## config.mk

```make
export PLATFORM = sky130hd
export DESIGN_NAME = rc_gearbox256_flat
export DESIGN_NICKNAME = d
export VERILOG_FILES = /design/src/rtl/rc_gearbox256_if.sv /design/src/rtl/rc_gearbox256.sv /design/src/flat_wrapper.sv
export SDC_FILE = /design/constraint.sdc
export NUM_CORES = 1
export LEC_CHECK = 0
export CAP_MARGIN = 30
export CORE_AREA = 8 8 275 277
export CTS_BUF_LIST = sky130_fd_sc_hd__clkbuf_4
export CTS_CLUSTER_SIZE = 8
export DETAILED_ROUTE_END_ITERATION = 10
export DIE_AREA = 0 0 283 285
export SLEW_MARGIN = 20
export SYNTH_ARGS = -nofsm -noshare
export SYNTH_HDL_FRONTEND = slang
export SYNTH_SLANG_ARGS = --single-unit
```

## constraint.sdc

```tcl
create_clock -name clk -period 4.8 [get_ports clk]
set_clock_uncertainty 0.15 [all_clocks]
set_input_delay 0.96 -clock clk [delete_from_list [all_inputs] [get_ports clk]]
set_output_delay 0.96 -clock clk [all_outputs]
set_load 0.01 [all_outputs]
```

## src/rtl/rc_gearbox256_if.sv

```systemverilog
// RC gearbox stream interfaces: the PCIe RC AXI-S beat side
// and the realigned descriptor + payload side.
interface rc_axis_if #(
  parameter int DATA_WIDTH  = 256,
  parameter int TUSER_WIDTH = 75
);
  logic [DATA_WIDTH-1:0]    tdata;
  logic                     tvalid;
  logic                     tlast;
  logic [DATA_WIDTH/32-1:0] tkeep;
  logic [TUSER_WIDTH-1:0]   tuser;
  logic                     tready;

  modport master (
    output tdata, tvalid, tlast, tkeep, tuser,
    input  tready
  );
  modport slave (
    input  tdata, tvalid, tlast, tkeep, tuser,
    output tready
  );
endinterface

interface rc_out_if #(
  parameter int DATA_WIDTH = 256
);
  logic [95:0]              descriptor;
  logic [DATA_WIDTH-1:0]    payload;
  logic [10:0]              dw_count;
  logic [DATA_WIDTH/32-1:0] keep;
  logic                     sop;
  logic                     last;
  logic                     valid;
  logic                     ready;

  modport master (
    output descriptor, payload, dw_count,
    output keep, sop, last, valid,
    input  ready
  );
  modport slave (
    input  descriptor, payload, dw_count,
    input  keep, sop, last, valid,
    output ready
  );
endinterface

```

## src/rtl/rc_gearbox256.sv

```systemverilog
// RC realigner: 3-DW descriptor + DW3-offset payload -> DW0-aligned beats.
// RC_GEARBOX_ERR_CHECK_EN adds rc_err_pulse/rc_err_count protocol checks.
module rc_gearbox256 #(
  parameter int DATA_WIDTH  = 256,
  parameter int TUSER_WIDTH = 75
) (
  input  logic        clk,
  input  logic        rst_n,
  rc_axis_if.slave    rx,
  rc_out_if.master    tx
`ifdef RC_GEARBOX_ERR_CHECK_EN
  ,
  output logic        rc_err_pulse,
  output logic [15:0] rc_err_count
`endif
);

  typedef enum logic [1:0] {
    IDLE,
    BODY,
    FLUSH
  } state_t;

  state_t state_q, state_n;

  logic [159:0]           saver_q;
  logic [95:0]            desc_q;
  logic [10:0]            n_q;
  logic                   sop_pend_q;
  logic                   valid_q;
  logic                   sop_q;
  logic                   last_q;
  logic [7:0]             keep_q;
  logic [DATA_WIDTH-1:0]  pay_q;

  logic [TUSER_WIDTH-1:0] user;
  logic                   sof;
  logic                   adv;
  logic                   acc;
  logic                   restart;
  logic                   tail_fit;
  logic [10:0]            n_in;
  logic [10:0]            r;

  logic                   emit;
  logic                   sop_n;
  logic                   last_n;
  logic [7:0]             keep_n;
  logic [DATA_WIDTH-1:0]  pay_n;

  logic                   unused_bits;

  function automatic logic [7:0] keep_of(
    input logic [10:0] n
  );
    if (n >= 11'd8) return 8'hFF;
    return 8'((9'd1 << n[2:0]) - 9'd1);
  endfunction

  assign user = rx.tuser;
  assign sof  = user[32];
  assign n_in = rx.tdata[42:32];
  assign r    = (n_q[2:0] == 3'd0) ? 11'd8
              : {8'd0, n_q[2:0]};
  assign tail_fit = r >= 11'd6;
  assign adv  = !valid_q || tx.ready;

  assign unused_bits = ^{rx.tkeep,
                         user[TUSER_WIDTH-1:33],
                         user[31:0]};

`ifdef RC_GEARBOX_ERR_CHECK_EN
  // A fresh SOP inside a TLP is held off until the old TLP is closed.
  assign restart = state_q == BODY && rx.tvalid && sof;
`else
  assign restart = 1'b0;
`endif

  assign rx.tready = rst_n && adv
                  && state_q != FLUSH && !restart;
  assign acc = rx.tvalid && rx.tready;

  assign tx.valid      = valid_q;
  assign tx.payload    = pay_q;
  assign tx.keep       = keep_q;
  assign tx.sop        = sop_q;
  assign tx.last       = last_q;
  assign tx.descriptor = desc_q;
  assign tx.dw_count   = n_q;

  always_ff @(posedge clk or negedge rst_n) begin
    if (!rst_n) state_q <= IDLE;
    else        state_q <= state_n;
  end

  always_comb begin
    state_n = state_q;
    unique case (state_q)
      IDLE: begin
        if (acc && sof && n_in != 11'd0 && !rx.tlast)
          state_n = BODY;
      end
      BODY: begin
        if (restart && adv)
          state_n = IDLE;
        else if (acc && rx.tlast)
          state_n = tail_fit ? IDLE : FLUSH;
      end
      FLUSH: begin
        if (adv) state_n = IDLE;
      end
      default: state_n = IDLE;
    endcase
  end

  always_comb begin
    emit   = 1'b0;
    sop_n  = 1'b0;
    last_n = 1'b0;
    keep_n = 8'h00;
    pay_n  = '0;
    unique case (state_q)
      IDLE: begin
        if (acc && sof && n_in == 11'd0) begin
          emit   = 1'b1;
          sop_n  = 1'b1;
          last_n = 1'b1;
        end else if (acc && sof && rx.tlast) begin
          emit   = 1'b1;
          sop_n  = 1'b1;
          last_n = 1'b1;
          keep_n = keep_of(n_in);
          pay_n  = {96'd0, rx.tdata[255:96]};
        end
      end
      BODY: begin
        if (restart && adv) begin
          emit   = 1'b1;
          sop_n  = sop_pend_q;
          last_n = 1'b1;
        end else if (acc) begin
          emit   = 1'b1;
          sop_n  = sop_pend_q;
          last_n = rx.tlast && tail_fit;
          keep_n = last_n ? keep_of(r) : 8'hFF;
          pay_n  = {rx.tdata[95:0], saver_q};
        end
      end
      FLUSH: begin
        if (adv) begin
          emit   = 1'b1;
          last_n = 1'b1;
          keep_n = keep_of(r);
          pay_n  = {96'd0, saver_q};
        end
      end
      default: ;
    endcase
  end

  always_ff @(posedge clk or negedge rst_n) begin
    if (!rst_n) begin
      valid_q    <= 1'b0;
      pay_q      <= '0;
      keep_q     <= 8'h00;
      sop_q      <= 1'b0;
      last_q     <= 1'b0;
      desc_q     <= '0;
      n_q        <= '0;
      saver_q    <= '0;
      sop_pend_q <= 1'b0;
    end else begin
      if (adv) begin
        valid_q <= emit;
        if (emit) begin
          pay_q  <= pay_n;
          keep_q <= keep_n;
          sop_q  <= sop_n;
          last_q <= last_n;
        end
      end
      if (acc && state_q == IDLE && sof) begin
        desc_q     <= rx.tdata[95:0];
        n_q        <= n_in;
        saver_q    <= rx.tdata[255:96];
        sop_pend_q <= 1'b1;
      end else if (acc && state_q == BODY) begin
        saver_q    <= rx.tdata[255:96];
        sop_pend_q <= 1'b0;
      end
    end
  end

`ifdef RC_GEARBOX_ERR_CHECK_EN
  logic [11:0] beat_q;
  logic [11:0] exp_in;
  logic [11:0] exp_q;
  logic        err_ev;

  // Expected input beat count is ceil((N + 3) / 8).
  assign exp_in = 12'(({1'b0, n_in} + 12'd10) >> 3);
  assign exp_q  = 12'(({1'b0, n_q} + 12'd10) >> 3);

  assign err_ev =
      (state_q == IDLE && acc && !sof)
   || (state_q == IDLE && acc && sof
       && rx.tlast && exp_in != 12'd1)
   || (state_q == BODY && acc && rx.tlast
       && beat_q + 12'd1 != exp_q)
   || (restart && adv);

  always_ff @(posedge clk or negedge rst_n) begin
    if (!rst_n) begin
      beat_q       <= '0;
      rc_err_pulse <= 1'b0;
      rc_err_count <= '0;
    end else begin
      if (acc && state_q == IDLE && sof)
        beat_q <= 12'd1;
      else if (acc && state_q == BODY)
        beat_q <= beat_q + 12'd1;
      rc_err_pulse <= err_ev;
      if (err_ev && rc_err_count != 16'hFFFF)
        rc_err_count <= rc_err_count + 16'd1;
    end
  end
`endif

endmodule
```

## src/flat_wrapper.sv

```systemverilog
// flat-port wrapper written by rule: the top's interface ports become plain ports
module rc_gearbox256_flat 
#(
  parameter int DATA_WIDTH  = 256,
  parameter int TUSER_WIDTH = 75
)
  (clk, rst_n, rx_tdata, rx_tvalid, rx_tlast, rx_tkeep, rx_tuser, rx_tready, tx_descriptor, tx_payload, tx_dw_count, tx_keep, tx_sop, tx_last, tx_valid, tx_ready);
  rc_axis_if #(.DATA_WIDTH(DATA_WIDTH), .TUSER_WIDTH(TUSER_WIDTH)) rx_i ();
  rc_out_if #(.DATA_WIDTH(DATA_WIDTH)) tx_i ();
  input  logic clk;
  input  logic rst_n;
  input wire logic [$bits(rx_i.tdata)-1:0] rx_tdata;
  input wire logic [$bits(rx_i.tvalid)-1:0] rx_tvalid;
  input wire logic [$bits(rx_i.tlast)-1:0] rx_tlast;
  input wire logic [$bits(rx_i.tkeep)-1:0] rx_tkeep;
  input wire logic [$bits(rx_i.tuser)-1:0] rx_tuser;
  output wire logic [$bits(rx_i.tready)-1:0] rx_tready;
  output wire logic [$bits(tx_i.descriptor)-1:0] tx_descriptor;
  output wire logic [$bits(tx_i.payload)-1:0] tx_payload;
  output wire logic [$bits(tx_i.dw_count)-1:0] tx_dw_count;
  output wire logic [$bits(tx_i.keep)-1:0] tx_keep;
  output wire logic [$bits(tx_i.sop)-1:0] tx_sop;
  output wire logic [$bits(tx_i.last)-1:0] tx_last;
  output wire logic [$bits(tx_i.valid)-1:0] tx_valid;
  input wire logic [$bits(tx_i.ready)-1:0] tx_ready;
  assign rx_i.tdata = rx_tdata;
  assign rx_i.tvalid = rx_tvalid;
  assign rx_i.tlast = rx_tlast;
  assign rx_i.tkeep = rx_tkeep;
  assign rx_i.tuser = rx_tuser;
  assign rx_tready = rx_i.tready;
  assign tx_descriptor = tx_i.descriptor;
  assign tx_payload = tx_i.payload;
  assign tx_dw_count = tx_i.dw_count;
  assign tx_keep = tx_i.keep;
  assign tx_sop = tx_i.sop;
  assign tx_last = tx_i.last;
  assign tx_valid = tx_i.valid;
  assign tx_i.ready = tx_ready;
  rc_gearbox256 #(.DATA_WIDTH(DATA_WIDTH), .TUSER_WIDTH(TUSER_WIDTH)) u_core (.clk(clk), .rst_n(rst_n), .rx(rx_i), .tx(tx_i));
endmodule
```

* Word-level counts from Yosys, hierarchy flattened
Cells that the tools add are included.
Word-level totals: logic and storage cells 88, latch bits 0, bits in registers 537, ROM bits 0, memories 0, input port bits 344, bits in writable memories 0, output and inout port bits 375
Cells by class: reductions and logical operators 23, shifts and indexed selects 2, magnitude comparators 3, multiply operators 0, add/sub/neg operators 2, bitwise operators 0, muxes and demuxes 42, equality and inequality tests 6, div/mod/pow operators 0
Operators by type and width (number):
- $pmux 256 s3 | 1
- $mux 256 | 2
- $mux 160 | 3
- $mux 8 | 9
- $pmux 8 s3 | 1
- $ge 11x4->1 const B | 2
- $mux 1 | 17
- $shl 1x3->8 const A | 2
- $sub 8x1->8 const B | 2
- $logic_and 1x1->1 | 13
- $ge 11x3->1 const B | 1
- $logic_not 11->1 | 1
- $reduce_bool 11->1 | 1
- $mux 2 | 4
- $ne 2x1->1 const B | 3
- $pmux 1 s3 | 2
- $pmux 2 s3 | 1
- $mux 4 | 1
- $logic_not 3->1 | 1
- $reduce_and 3->1 | 1
- $eq 2x1->1 const B | 1
- $eq 2x2->1 const B | 1
- $logic_not 1->1 | 2
- $logic_not 2->1 | 1
- other kinds (5) | 5

* Logic depth before layout (Yosys ltp)
depth after elaboration 14, depth in mapped cells 9

* Worst setup path after synthesis
OpenSTA, ideal clock, no wires.
kind input to register, start point input rx_tdata[32], end point register u_core.keep_q[4], in the netlist u_core.tx.keep[4], stages on the path 7, slack 1.808 ns, path buffers 1, arrival time 2.710 ns, path through buf_2 or3_4 ha_1 mux2_2 a211o_1 a2111oi_0 nor2_1
Between the ends: cells in the longest elaborated chain, start to end 9, elaborated cells on any way between the ends 16
RTL lines:
- from (decl) | RTL line flat_wrapper.sv:12 | input wire logic [$bits(rx_i.tdata)-1:0] rx_tdata;
- $ge 11x4->1 | RTL line rc_gearbox256.sv:56 | if (n >= 11'd8) return 8'hFF;
- $mux 1 | RTL line rc_gearbox256.sv:56
- $mux 1 | RTL line rc_gearbox256.sv:128 | end else if (acc && sof && rx.tlast) begin
- $mux 1 | RTL line rc_gearbox256.sv:124 | if (acc && sof && n_in == 11'd0) begin
- $mux 1 | RTL line rc_gearbox256.sv:122 | unique case (state_q)
- $mux 8 | RTL line rc_gearbox256.sv:57 | return 8'((9'd1 << n[2:0]) - 9'd1);
- $mux 8 | RTL line rc_gearbox256.sv:128
- $mux 8 | RTL line rc_gearbox256.sv:124
- $pmux 8 s3 | RTL line rc_gearbox256.sv:122
- to (signal assigned) | RTL line rc_gearbox256.sv:177 | keep_q <= keep_n;
- to (decl) | RTL line rc_gearbox256.sv:33 | logic [7:0] keep_q;
Parallel ways exist; a longest one is shown, timed or not. The select of a mux whose other input is x is not followed. A chain may end at the register's enable or synchronous reset.

* Worst setup path after layout
start point input tx_ready, end point output rx_tready
Between the ends: cells in the longest elaborated chain, start to end 3
RTL lines:
- from (decl) | RTL line flat_wrapper.sv:25 | input wire logic [$bits(tx_i.ready)-1:0] tx_ready;
- $logic_or 1x1->1 | RTL line rc_gearbox256.sv:66 | assign adv = !valid_q || tx.ready;
- $logic_and 1x1->1 | RTL line rc_gearbox256.sv:79 | assign rx.tready = rst_n && adv
- $logic_and 1x1->1 | RTL line rc_gearbox256.sv:80 | && state_q != FLUSH && !restart;
- to (decl) | RTL line flat_wrapper.sv:17 | output wire logic [$bits(rx_i.tready)-1:0] rx_tready;
No other way between the ends.

==> flow_summary.toml <==
[setup_path]
cpMaxStageDelayCell = "clkdlybuf4s50_1"
crit_type = "primary input to primary output"
critical_path.most_common_cell = "clkdlybuf4s50_1"
critical-path-top-delay-family = "buffers and inverters"
worstPathArrival_ns = 2.66
slowest_delay_ns = 0.58
path_buf_inv = 2
required_ns = 3.69
cp-end-kind = "primary output"
cp-start-kind = "primary input"
crit_chain = "clkdlybuf4s50_1 > nand2b_1 > and3_1 > clkdlybuf4s50_1"
worstPathMaxFanout = 12

[global_routing]
first_global_vias = 18803
grt-ovfl-total = 0
grt_max_degree = 165
grt_pass1_wl_um = 116000
antenna_found_initial = 11
grt.total_usage_pct = 18.3

[route]
vias = 17235
wl_um = 75600
detail-route-antenna-nets = 0
via_per_inst = 4.86
wl_per_cell_um = 21.3
drtPass1Iterations = 5
drc = 0
dr.first_iter.drc_count = 762

[place]
io_buffers = 636
gp_congestion = 0.826
dp_hpwl_um = 51800
placed_cells = 3280

[synthesis]
synthCells = 1798
syn-cell-area_um2 = 22000
syn_area_per_cell_um2 = 12.2
ys_types = 50
synth_edf_count = 0
ys_warn_count = 0
syn-num-nets = 2144
synth-seq-cells = 526
yosysSeqAreaShare_pct = 59.9
synthArstFlopShare_pct = 100
ys.flop_type = "dfrtp_1"

[clock_tree]
numCtsBuffers = 149
clock-sinks = 526
cts_setup_buffers = 0
worstSkewPairLatency_ns = 0.90
clock_path_buffers = 3
root_buffer = "clkbuf_4"
tritoncts = "yes"
clkTransAtPathRegs_ns = 0.06
h-tree-depth = 4

[power_and_ir_drop]
p_leak_nw = 13.8
vdd_drop_max_uv = 367
p_per_area_nw_per_um2 = 659

[sta]
tns_ns = 0
period_share_pct = 78.6
finalHoldViolations = 0
hold_slack_ns = 0.321
worst_slew_pin_slew_ns = 0.962
min_period_ns = 3.77
setup_violations = 0
rsz0062_at_grt = "false"
relSlewSlack_pct = 35.9
max_clock_freq_mhz = 265
slew_violations = 0

[floorplanning]
row_count = 98
start_util_pct = 31.0
ios = 719
die_height_um = 285
fp.dieW_um = 283
dieArea_um2 = 80700
coreArea_um2 = 71000

[outcome]
status = "finished clean"

[finish]
layout_common_cells = "clkdlybuf4s50_1 (635), dfrtp_1 (526), nor2_1 (333), nand2_1 (297), clkbuf_4 (211)"
drive_gt1_share_pct = 23.2
syn_to_final_growth_pct = 42.1
fin_nets = 2830
layoutNonFillerInstCount = 3546
final_common_cell = "clkdlybuf4s50_1"

[hold_path]
min_path_type = "register to register"

[job]
maxCapViolCount = 0
## state kept, by name, summed over array words and instances, names as in the netlist, 2 cells and up
register and count:
u_core.tx.dw_count 10, u_core.saver_q 160, u_core.state_q 2, u_core.tx.payload 256, u_core.tx.descriptor 86, u_core.tx.keep 8
## final timing paths
check                      cells after the start                      from  slack (ns)                        to
setup / recovery                               4                  tx_ready        1.03                 rx_tready
hold / removal                                 2  u_core.tx.descriptor[60]        0.32  u_core.tx.descriptor[60]
setup reg to reg                               6           u_core.tx.valid        1.74     u_core.tx.payload[75]
hold reg to reg                                2  u_core.tx.descriptor[60]        0.32  u_core.tx.descriptor[60]
max in group asynchronous                      5                     rst_n        2.26     u_core.tx.dw_count[5]
min in group asynchronous                      2                     rst_n        0.33         u_core.state_q[0]
## area by class of cell
class / instances / area, µm²
fill: 6615 / 39800
sequential: 526 / 13200
multi-input combinational: 1121 / 7970
timing repair buffer: 683 / 7000
clock buffer: 211 / 1580
tap: 950 / 1190
clock inverter: 42 / 303
antenna: 10 / 25.0
inverter: 3 / 11.3
## cells by family after synthesis
kind of cell	count (synthesis)	synth area share, %
compound gates	298	15.8
xor+xnor	2	0.0797
fa+ha+maj	2	0.114
buf+inv	151	4.13
flops	526	59.9
mux	161	8.25
simple gates	658	11.7
## worst register-to-register path: stages, from the launching register on
cell and delay, ns:
dfrtp_1 0.43, nand2b_1 0.33, nand4_1 0.50, o211a_4 0.77, buf_4 0.57, a221oi_2 0.08, nor2_1 0.14
## power breakdown
part / internal [mW] / switching (mW)
sequential: 6.66 / 1.45
clock: 2.24 / 1.95
combinational: 4.56 / 3.72
## synthesized netlist by cell type, types with 2 or more instances
cell      count  area [µm²]
a21oi_1       4        20.0
and3_1        4        25.0
a31oi_1       4        25.0
buf_6        32         360
nor2b_1       3        18.8
o22a_1        2        17.5
ha_1          2        25.0
buf_1        11        41.3
o21ai_0      14        70.1
nor2_1      333        1250
buf_4        11        82.6
buf_2        47         235
dfrtp_1     526       13200
a211o_1       2        17.5
a221oi_2    151        2270
nand2b_1      2        12.5
nand3_1       4        20.0
inv_1         3        11.3
nor4_2        2        25.0
a221oi_1     10        87.6
nor3b_1       3        22.5
clkbuf_1     47         176
mux2_2      161        1810
a22o_1       96         841
nand2_1     299        1120
## per-stage QoR
step	util [%]	total power, mW	cell area (µm²)	worst slack (ns)
finish	44.0	20.6	31200	1.03
global route	44.0	22.0	31200	0.876
CTS	43.9	20.9	31200	0.907
detailed placement	41.2	16.5	29300	0.733
global placement	41.1	16.3	29200	0.808
floorplan	-	11.7	22000	1.81
## layer usage
layer  share of wire, %  vias to the layer above  routed length [µm]  global-route usage (%)
met5                  0                        -                   0                       0
met4                3.0                        0                2290                    7.26
met3                8.1                      119                6110                    7.24
met2                 48                      623               36500                    29.9
met1                 41                     8718               30700                    21.5
li1                   -                     7775                   -                       -
## timing repair
item                                   4_1_cts  5_1_grt
endpoints found under the hold margin       72        0
resized for setup                            0        0
hold buffers                                 1        0
(Power assumes the default switching activity.)
